**src/rtl/approx_lookahead_adder_pipe_if.sv**
```systemverilog
// Operand/result bundle for the segmented approximate adder pipeline.
// Transfers: IN_VALID&IN_READY moves operands in, OUT_VALID&OUT_READY moves a result out;
// a valid, once raised, holds its payload stable until the matching ready is seen.
interface approx_lookahead_adder_pipe_if #(
    parameter int WIDTH = 16,
    parameter int CNT_W = 16
);
    logic             IN_VALID;
    logic             IN_READY;
    logic [WIDTH-1:0] A;
    logic [WIDTH-1:0] B;
    logic             C0;
    logic             OUT_VALID;
    logic             OUT_READY;
    logic [WIDTH-1:0] S;
    logic             COUT;
    logic             ERR;
    logic             CNT_CLR;
    logic [CNT_W-1:0] ERR_CNT;

    modport master (
        output IN_VALID, A, B, C0, OUT_READY, CNT_CLR,
        input  IN_READY, OUT_VALID, S, COUT, ERR, ERR_CNT
    );

    modport slave (
        input  IN_VALID, A, B, C0, OUT_READY, CNT_CLR,
        output IN_READY, OUT_VALID, S, COUT, ERR, ERR_CNT
    );
endinterface

```
**src/rtl/approx_lookahead_adder_pipe.sv**
```systemverilog
// Two-stage segmented approximate adder: speculative segment carries in stage 1,
// per-segment ripple adds plus exact-sum error check and saturating error counter in stage 2.
module approx_lookahead_adder_pipe #(
    parameter int WIDTH = 16,
    parameter int SEG   = 4,
    parameter int CNT_W = 16
) (
    input logic CLK,
    input logic RST_N,
    approx_lookahead_adder_pipe_if.slave bus
);
    localparam int NSEG = WIDTH / SEG;

    logic             v1;
    logic             v2;
    logic [WIDTH-1:0] a_q;
    logic [WIDTH-1:0] b_q;
    logic             c0_q;
    logic [NSEG-1:0]  cin_q;
    logic [NSEG-1:0]  cin_d;
    logic             adv2;
    logic             in_ready;
    logic             in_xfer;
    logic [WIDTH-1:0] s_d;
    logic             cout_d;
    logic [SEG:0]     seg_sum;
    logic [WIDTH:0]   exact_d;
    logic [WIDTH-1:0] s_q;
    logic             cout_q;
    logic             err_q;
    logic [CNT_W-1:0] cnt_q;

    assign adv2     = !v2 || bus.OUT_READY;
    assign in_ready = RST_N && (!v1 || adv2);
    assign in_xfer  = bus.IN_VALID && in_ready;

    // Segment carry-in predicted from generate at bit k, or propagate at k with generate at k-1.
    always_comb begin
        cin_d    = '0;
        cin_d[0] = bus.C0;
        for (int i = 1; i < NSEG; i++) begin
            cin_d[i] = (bus.A[i*SEG-1] & bus.B[i*SEG-1]) |
                       ((bus.A[i*SEG-1] ^ bus.B[i*SEG-1]) & bus.A[i*SEG-2] & bus.B[i*SEG-2]);
        end
    end

    always_ff @(posedge CLK) begin
        if (!RST_N) begin
            v1    <= 1'b0;
            a_q   <= '0;
            b_q   <= '0;
            c0_q  <= 1'b0;
            cin_q <= '0;
        end else if (in_xfer) begin
            v1    <= 1'b1;
            a_q   <= bus.A;
            b_q   <= bus.B;
            c0_q  <= bus.C0;
            cin_q <= cin_d;
        end else if (adv2) begin
            v1 <= 1'b0;
        end
    end

    // Only the top segment's carry-out survives; lower carries are replaced by the prediction.
    always_comb begin
        s_d     = '0;
        cout_d  = 1'b0;
        seg_sum = '0;
        for (int i = 0; i < NSEG; i++) begin
            seg_sum = {1'b0, a_q[i*SEG +: SEG]} + {1'b0, b_q[i*SEG +: SEG]} +
                      {{SEG{1'b0}}, cin_q[i]};
            s_d[i*SEG +: SEG] = seg_sum[SEG-1:0];
            cout_d = seg_sum[SEG];
        end
    end

    assign exact_d = {1'b0, a_q} + {1'b0, b_q} + {{WIDTH{1'b0}}, c0_q};

    always_ff @(posedge CLK) begin
        if (!RST_N) begin
            v2     <= 1'b0;
            s_q    <= '0;
            cout_q <= 1'b0;
            err_q  <= 1'b0;
        end else if (adv2) begin
            v2 <= v1;
            if (v1) begin
                s_q    <= s_d;
                cout_q <= cout_d;
                err_q  <= ({cout_d, s_d} != exact_d);
            end
        end
    end

    // Clear wins over a coincident error delivery.
    always_ff @(posedge CLK) begin
        if (!RST_N) begin
            cnt_q <= '0;
        end else if (bus.CNT_CLR) begin
            cnt_q <= '0;
        end else if (v2 && bus.OUT_READY && err_q && (cnt_q != {CNT_W{1'b1}})) begin
            cnt_q <= cnt_q + 1'b1;
        end
    end

    assign bus.IN_READY  = in_ready;
    assign bus.OUT_VALID = v2;
    assign bus.S         = s_q;
    assign bus.COUT      = cout_q;
    assign bus.ERR       = err_q;
    assign bus.ERR_CNT   = cnt_q;
endmodule

```
**src/flat_wrapper.sv**
```systemverilog
// flat-port wrapper written by rule: the top's interface ports become plain ports
module approx_lookahead_adder_pipe_flat 
#(
    parameter int WIDTH = 16,
    parameter int SEG   = 4,
    parameter int CNT_W = 16
)
  (CLK, RST_N, bus_IN_VALID, bus_A, bus_B, bus_C0, bus_OUT_READY, bus_CNT_CLR, bus_IN_READY, bus_OUT_VALID, bus_S, bus_COUT, bus_ERR, bus_ERR_CNT);
  approx_lookahead_adder_pipe_if #(.WIDTH(WIDTH), .CNT_W(CNT_W)) bus_i ();
  input logic CLK;
  input logic RST_N;
  input wire logic [$bits(bus_i.IN_VALID)-1:0] bus_IN_VALID;
  input wire logic [$bits(bus_i.A)-1:0] bus_A;
  input wire logic [$bits(bus_i.B)-1:0] bus_B;
  input wire logic [$bits(bus_i.C0)-1:0] bus_C0;
  input wire logic [$bits(bus_i.OUT_READY)-1:0] bus_OUT_READY;
  input wire logic [$bits(bus_i.CNT_CLR)-1:0] bus_CNT_CLR;
  output wire logic [$bits(bus_i.IN_READY)-1:0] bus_IN_READY;
  output wire logic [$bits(bus_i.OUT_VALID)-1:0] bus_OUT_VALID;
  output wire logic [$bits(bus_i.S)-1:0] bus_S;
  output wire logic [$bits(bus_i.COUT)-1:0] bus_COUT;
  output wire logic [$bits(bus_i.ERR)-1:0] bus_ERR;
  output wire logic [$bits(bus_i.ERR_CNT)-1:0] bus_ERR_CNT;
  assign bus_i.IN_VALID = bus_IN_VALID;
  assign bus_i.A = bus_A;
  assign bus_i.B = bus_B;
  assign bus_i.C0 = bus_C0;
  assign bus_i.OUT_READY = bus_OUT_READY;
  assign bus_i.CNT_CLR = bus_CNT_CLR;
  assign bus_IN_READY = bus_i.IN_READY;
  assign bus_OUT_VALID = bus_i.OUT_VALID;
  assign bus_S = bus_i.S;
  assign bus_COUT = bus_i.COUT;
  assign bus_ERR = bus_i.ERR;
  assign bus_ERR_CNT = bus_i.ERR_CNT;
  approx_lookahead_adder_pipe #(.WIDTH(WIDTH), .SEG(SEG), .CNT_W(CNT_W)) u_core (.CLK(CLK), .RST_N(RST_N), .bus(bus_i));
endmodule
```
**config.mk**
```make
export PLATFORM = sky130hd
export DESIGN_NAME = approx_lookahead_adder_pipe_flat
export DESIGN_NICKNAME = d
export VERILOG_FILES = /design/src/rtl/approx_lookahead_adder_pipe_if.sv /design/src/rtl/approx_lookahead_adder_pipe.sv /design/src/flat_wrapper.sv
export SDC_FILE = /design/constraint.sdc
export NUM_CORES = 1
export LEC_CHECK = 0
export ABC_AREA = 1
export CAP_MARGIN = 15
export CELL_PAD_IN_SITES_DETAIL_PLACEMENT = 1
export CELL_PAD_IN_SITES_GLOBAL_PLACEMENT = 2
export CORE_MARGIN = 3
export CORE_UTILIZATION = 25
export CTS_CLUSTER_DIAMETER = 200
export CTS_CLUSTER_SIZE = 25
export DETAILED_ROUTE_END_ITERATION = 7
export PLACE_DENSITY_LB_ADDON = 0.1
export REMOVE_ABC_BUFFERS = 1
export SYNTH_ARGS = -nofsm -noshare
export SYNTH_HDL_FRONTEND = slang
export SYNTH_SLANG_ARGS = --single-unit
```
**constraint.sdc**
```tcl
create_clock -name CLK -period 6.2 [get_ports CLK]
set_clock_uncertainty 0.1 [all_clocks]
set_input_delay 1.24 -clock CLK [delete_from_list [all_inputs] [get_ports CLK]]
set_output_delay 1.24 -clock CLK [all_outputs]
set_load 0.05 [all_outputs]
```
==> flow_metrics.env <==
export IMPL_total_leakage_power_nw=2.309
export IMPL_nets=720
export IMPL_setup_worst_path_class="input pin to output pin"
export IMPL_total_power_per_unit_cell_area_nw_per_um2=229.2
export IMPL_hold_violations=0
export IMPL_reg2reg_setup_slack_ns=3.76
export IMPL_critPathCaptureType="output pin"
export IMPL_io_buffer_count=73
export IMPL_design_area_um2=5379
export IMPL_cts_reportedPaths_clkPinSlew_ns=0.05
export IMPL_hold_slack_ns=0.3703
export IMPL_effective_utilization_at_floorplan_pct=25.94
export IMPL_timing_hold_worst_start="u_core.a_q[6]"
export IMPL_critical_path_top_delay_cell="clkdlybuf4s50_1"
export IMPL_grt_max_degree=59
export IMPL_final_min_clock_period_ns=4.256
export IMPL_setup_tns_ns=0
export IMPL_dp_final_hpwl_mm=9.601
export IMPL_die_h_um=135.3
export IMPL_grt_antenna_before_repair=0
export IMPL_yosys_warnings=0
export IMPL_cts_resized_gates=0
export IMPL_detail_route_wl_per_cell_um=13.98
export IMPL_boundaryPins=74
export IMPL_detailroute_wirelength_met3_um=469
export IMPL_period_share_pct=68.64
export IMPL_status="finished, final reports clean"
export IMPL_clock_latency_ns=0.34
export IMPL_detailed_place_area_um2=5112
export IMPL_wirelength_met1_mm=6.025
export IMPL_die_width_um=135.3
export IMPL_cts_num_sinks=72
export IMPL_design_die_area_um2=18310
export IMPL_antennaDiodeCount=0
export IMPL_ys_ff_latch=72
export IMPL_timing_critical_path_max_delay_family="buffers and inverters"
export IMPL_drv_slew=0
export IMPL_cell_row_count=46
export IMPL_ys_flop_type="dfxtp_1"
export IMPL_met2RoutedLength_mm=5.591
export IMPL_drv_cap=0
export IMPL_critical_path_startpoint_type="input pin"
export IMPL_cpPeakStageDelay_ns=0.79
export IMPL_synth_edff_count=0
export IMPL_origin_of_the_critical_flop_to_flop_path="u_core.cin_q[0]"
export IMPL_timing_critical_path_mode_cell="inv_1"
export IMPL_dp_worst_setup_slack_ns=1.947
export IMPL_fp_coreArea_um2=16120
export IMPL_tritoncts="done"
export IMPL_mappedNetlistArea_um2=4180
export IMPL_tightestPinTransition_ns=0.9522
export IMPL_path_buf_inv=5
export IMPL_timing_fmax_mhz=235.0
export IMPL_fillers=2006
export IMPL_detail_route_antenna_nets=0
export IMPL_report_final_setup_viol=0
export IMPL_synth_lib_cells_used_distinct=42
export IMPL_grt_pass1_wl_mm=20.66
export IMPL_drcViolationCount=0
export IMPL_post_route_worst_setup_slack_ns=1.944
export IMPL_route_vias_total=3961
export IMPL_cts_htree_levels=3
export IMPL_vdd_ir_drop_max_uv=121.0
export IMPL_crit_chain="clkdlybuf4s50_1 -> inv_1 -> nand2_1 -> nor2_1 -> inv_1 -> nand2_1 -> inv_1 -> clkdlybuf4s50_1"
export IMPL_synth_avg_cell_area_um2=7.109
export IMPL_first_global_vias=4143
export IMPL_highest_signal_layer="met4"
export IMPL_min_delay_path_class="register to register"
export IMPL_remaining_global_route_overflow=0
export IMPL_cts_buffer_depth=2
export IMPL_buffer_type_at_the_clock_tree_root="clkbuf_16"
export IMPL_grt_total_usage_pct=14.24
export IMPL_rsz0062_at_grt="false"
export IMPL_drive_gt1_share_pct=6.515
export IMPL_timing_critical_path_required_ns=4.86
export IMPL_crit_path_max_fanout=3
export IMPL_arrival_ns=2.92
export IMPL_slew_headroom_pct=36.45
export IMPL_layout_area_overhead_vs_synth_pct=28.67
export IMPL_drt_iter0_markers=179
export IMPL_proportion_of_synthesized_flip_flops_having_asynchronous_set_or_reset_pct=0
export IMPL_postCtsSetupBuffers=0
export IMPL_drt_pass1_iterations=4
export IMPL_drt_total_wl_mm=12.25
export IMPL_synthCells=588
export IMPL_via_per_inst=4.522
export IMPL_cts_hold_buf=0
export IMPL_timing_critical_path_from="bus_OUT_READY"
export IMPL_tritoncts_num_buffers=9
export IMPL_seq_area_frac_synth_pct=34.48
export IMPL_gp_congestion=0.7821
export IMPL_finalCoreUtilization_pct=33.38
-- sequential cells by signal, indices dropped and copies added, names as in the netlist --
| signal | flops |
|---|---|
| u_core.a_q | 16 |
| u_core.b_q | 16 |
| u_core.bus.ERR_CNT | 16 |
| u_core.bus.S | 16 |
| u_core.cin_q | 4 |
| u_core.bus.COUT | 1 |
| u_core.bus.ERR | 1 |
| u_core.bus.OUT_VALID | 1 |
| u_core.v1 | 1 |
-- layout make-up --
cell class / count / area, um^2 / share of cell area, %
Clock buffer: 12 / 246.5 / 4.582
Sequential cell: 72 / 1441 / 26.80
Multi-Input combinational cell: 424 / 2381 / 44.27
Tap cell: 216 / 270.3 / 5.024
Inverter: 73 / 274.0 / 5.094
Clock inverter: 4 / 20.02 / 0.3722
Timing Repair Buffer: 75 / 745.7 / 13.86
-- where the power goes --
part           total (W)  internal [W]  switching [W]
Clock           0.000477      0.000279       0.000198
Sequential      0.000506      0.000489      0.0000169
Combinational   0.000250      0.000100       0.000150
Total            0.00123      0.000868       0.000365
-- per-layer routing --
layer | vias to the layer above | track usage [%]
met5 | - | 0
met4 | 0 | 4.367
met3 | 10 | 3.195
met2 | 62 | 23.06
met1 | 1853 | 18.93
li1 | 2036 | -
-- cell usage in the layout (no fill, tap or decap), types with 9 or more instances in the layout --
cell type / netlist / routed
ha_1: 19 / 19
inv_1: 71 / 71
clkdlybuf4s50_1: 0 / 73
a21oi_1: 42 / 42
o21ai_0: 58 / 58
clkbuf_16: 0 / 9
nand3_1: 24 / 24
nand2_1: 155 / 155
nand4_1: 13 / 13
nor2_1: 44 / 43
dfxtp_1: 72 / 72
-- worst register-to-register path, cell delays in order (launching register included) --
cell,delay (ns)
dfxtp_1,0.33
fa_1,0.46
fa_1,0.44
nand2_1,0.10
nand2_1,0.05
nand3_1,0.09
nand2_2,0.11
xor2_2,0.13
nand2_1,0.06
nor2_1,0.14
nand2_1,0.07
nor2_1,0.09
nand3_1,0.08
nand2_1,0.06
inv_1,0.03
-- final timing paths --
check                                      end  depth (start not counted)
worst max-delay path              bus_IN_READY                          8
worst min-delay path             u_core.a_q[6]                          2
worst max register to register  u_core.bus.ERR                         14
worst min register to register   u_core.a_q[6]                          2
-- kinds of logic (layout without fill, tap and decap cells) --
group                      after synthesis  count (layout)  share of synthesized area [%]
and+or+nand+nor                        269             269                          29.69
DFF                                     72              72                          34.48
adders and majority gates               27              27                          9.518
xor gates and xnor gates                15              15                          3.323
buffers and inverters                   92             164                          8.740
AOI/OAI and AO/OA                      113             113                          14.25
-- Yosys cell counts, types with 2 or more instances --
library cell  count  area (um^2)
nand2_1         155        581.8
fa_1              8        160.2
clkbuf_1         11        41.29
nand4_1          13        81.33
o21ai_0          58        290.3
a31oi_1           4        25.02
ha_1             19        237.7
buf_4             4        30.03
nor3_1            5        25.02
nor2_1           44        165.2
xor2_1            8        70.07
nand2_4           2        22.52
nand3_2           2        20.02
a21oi_1          42        210.2
dfxtp_1          72         1441
o21bai_1          2        15.01
nor2_4            2        22.52
nor3b_1           2        15.01
or2_0             2        12.51
nand2_2           5        31.28
inv_1            71        266.5
xnor2_1           6        52.55
buf_2             4        20.02
nor3_2            2        20.02
and3_1            2        12.51
nand3_1          24        120.1
a21oi_2           4        35.03
-- stage by stage --
step | power (W) | std cells
after global placement | 0.0007683 | 860
final | 0.001233 | 876
after detailed placement | 0.0007725 | 860
after floorplan | 0.0006757 | 569
after global routing | 0.001314 | 876
after CTS | 0.001259 | 876
(Power assumes the default switching activity.)
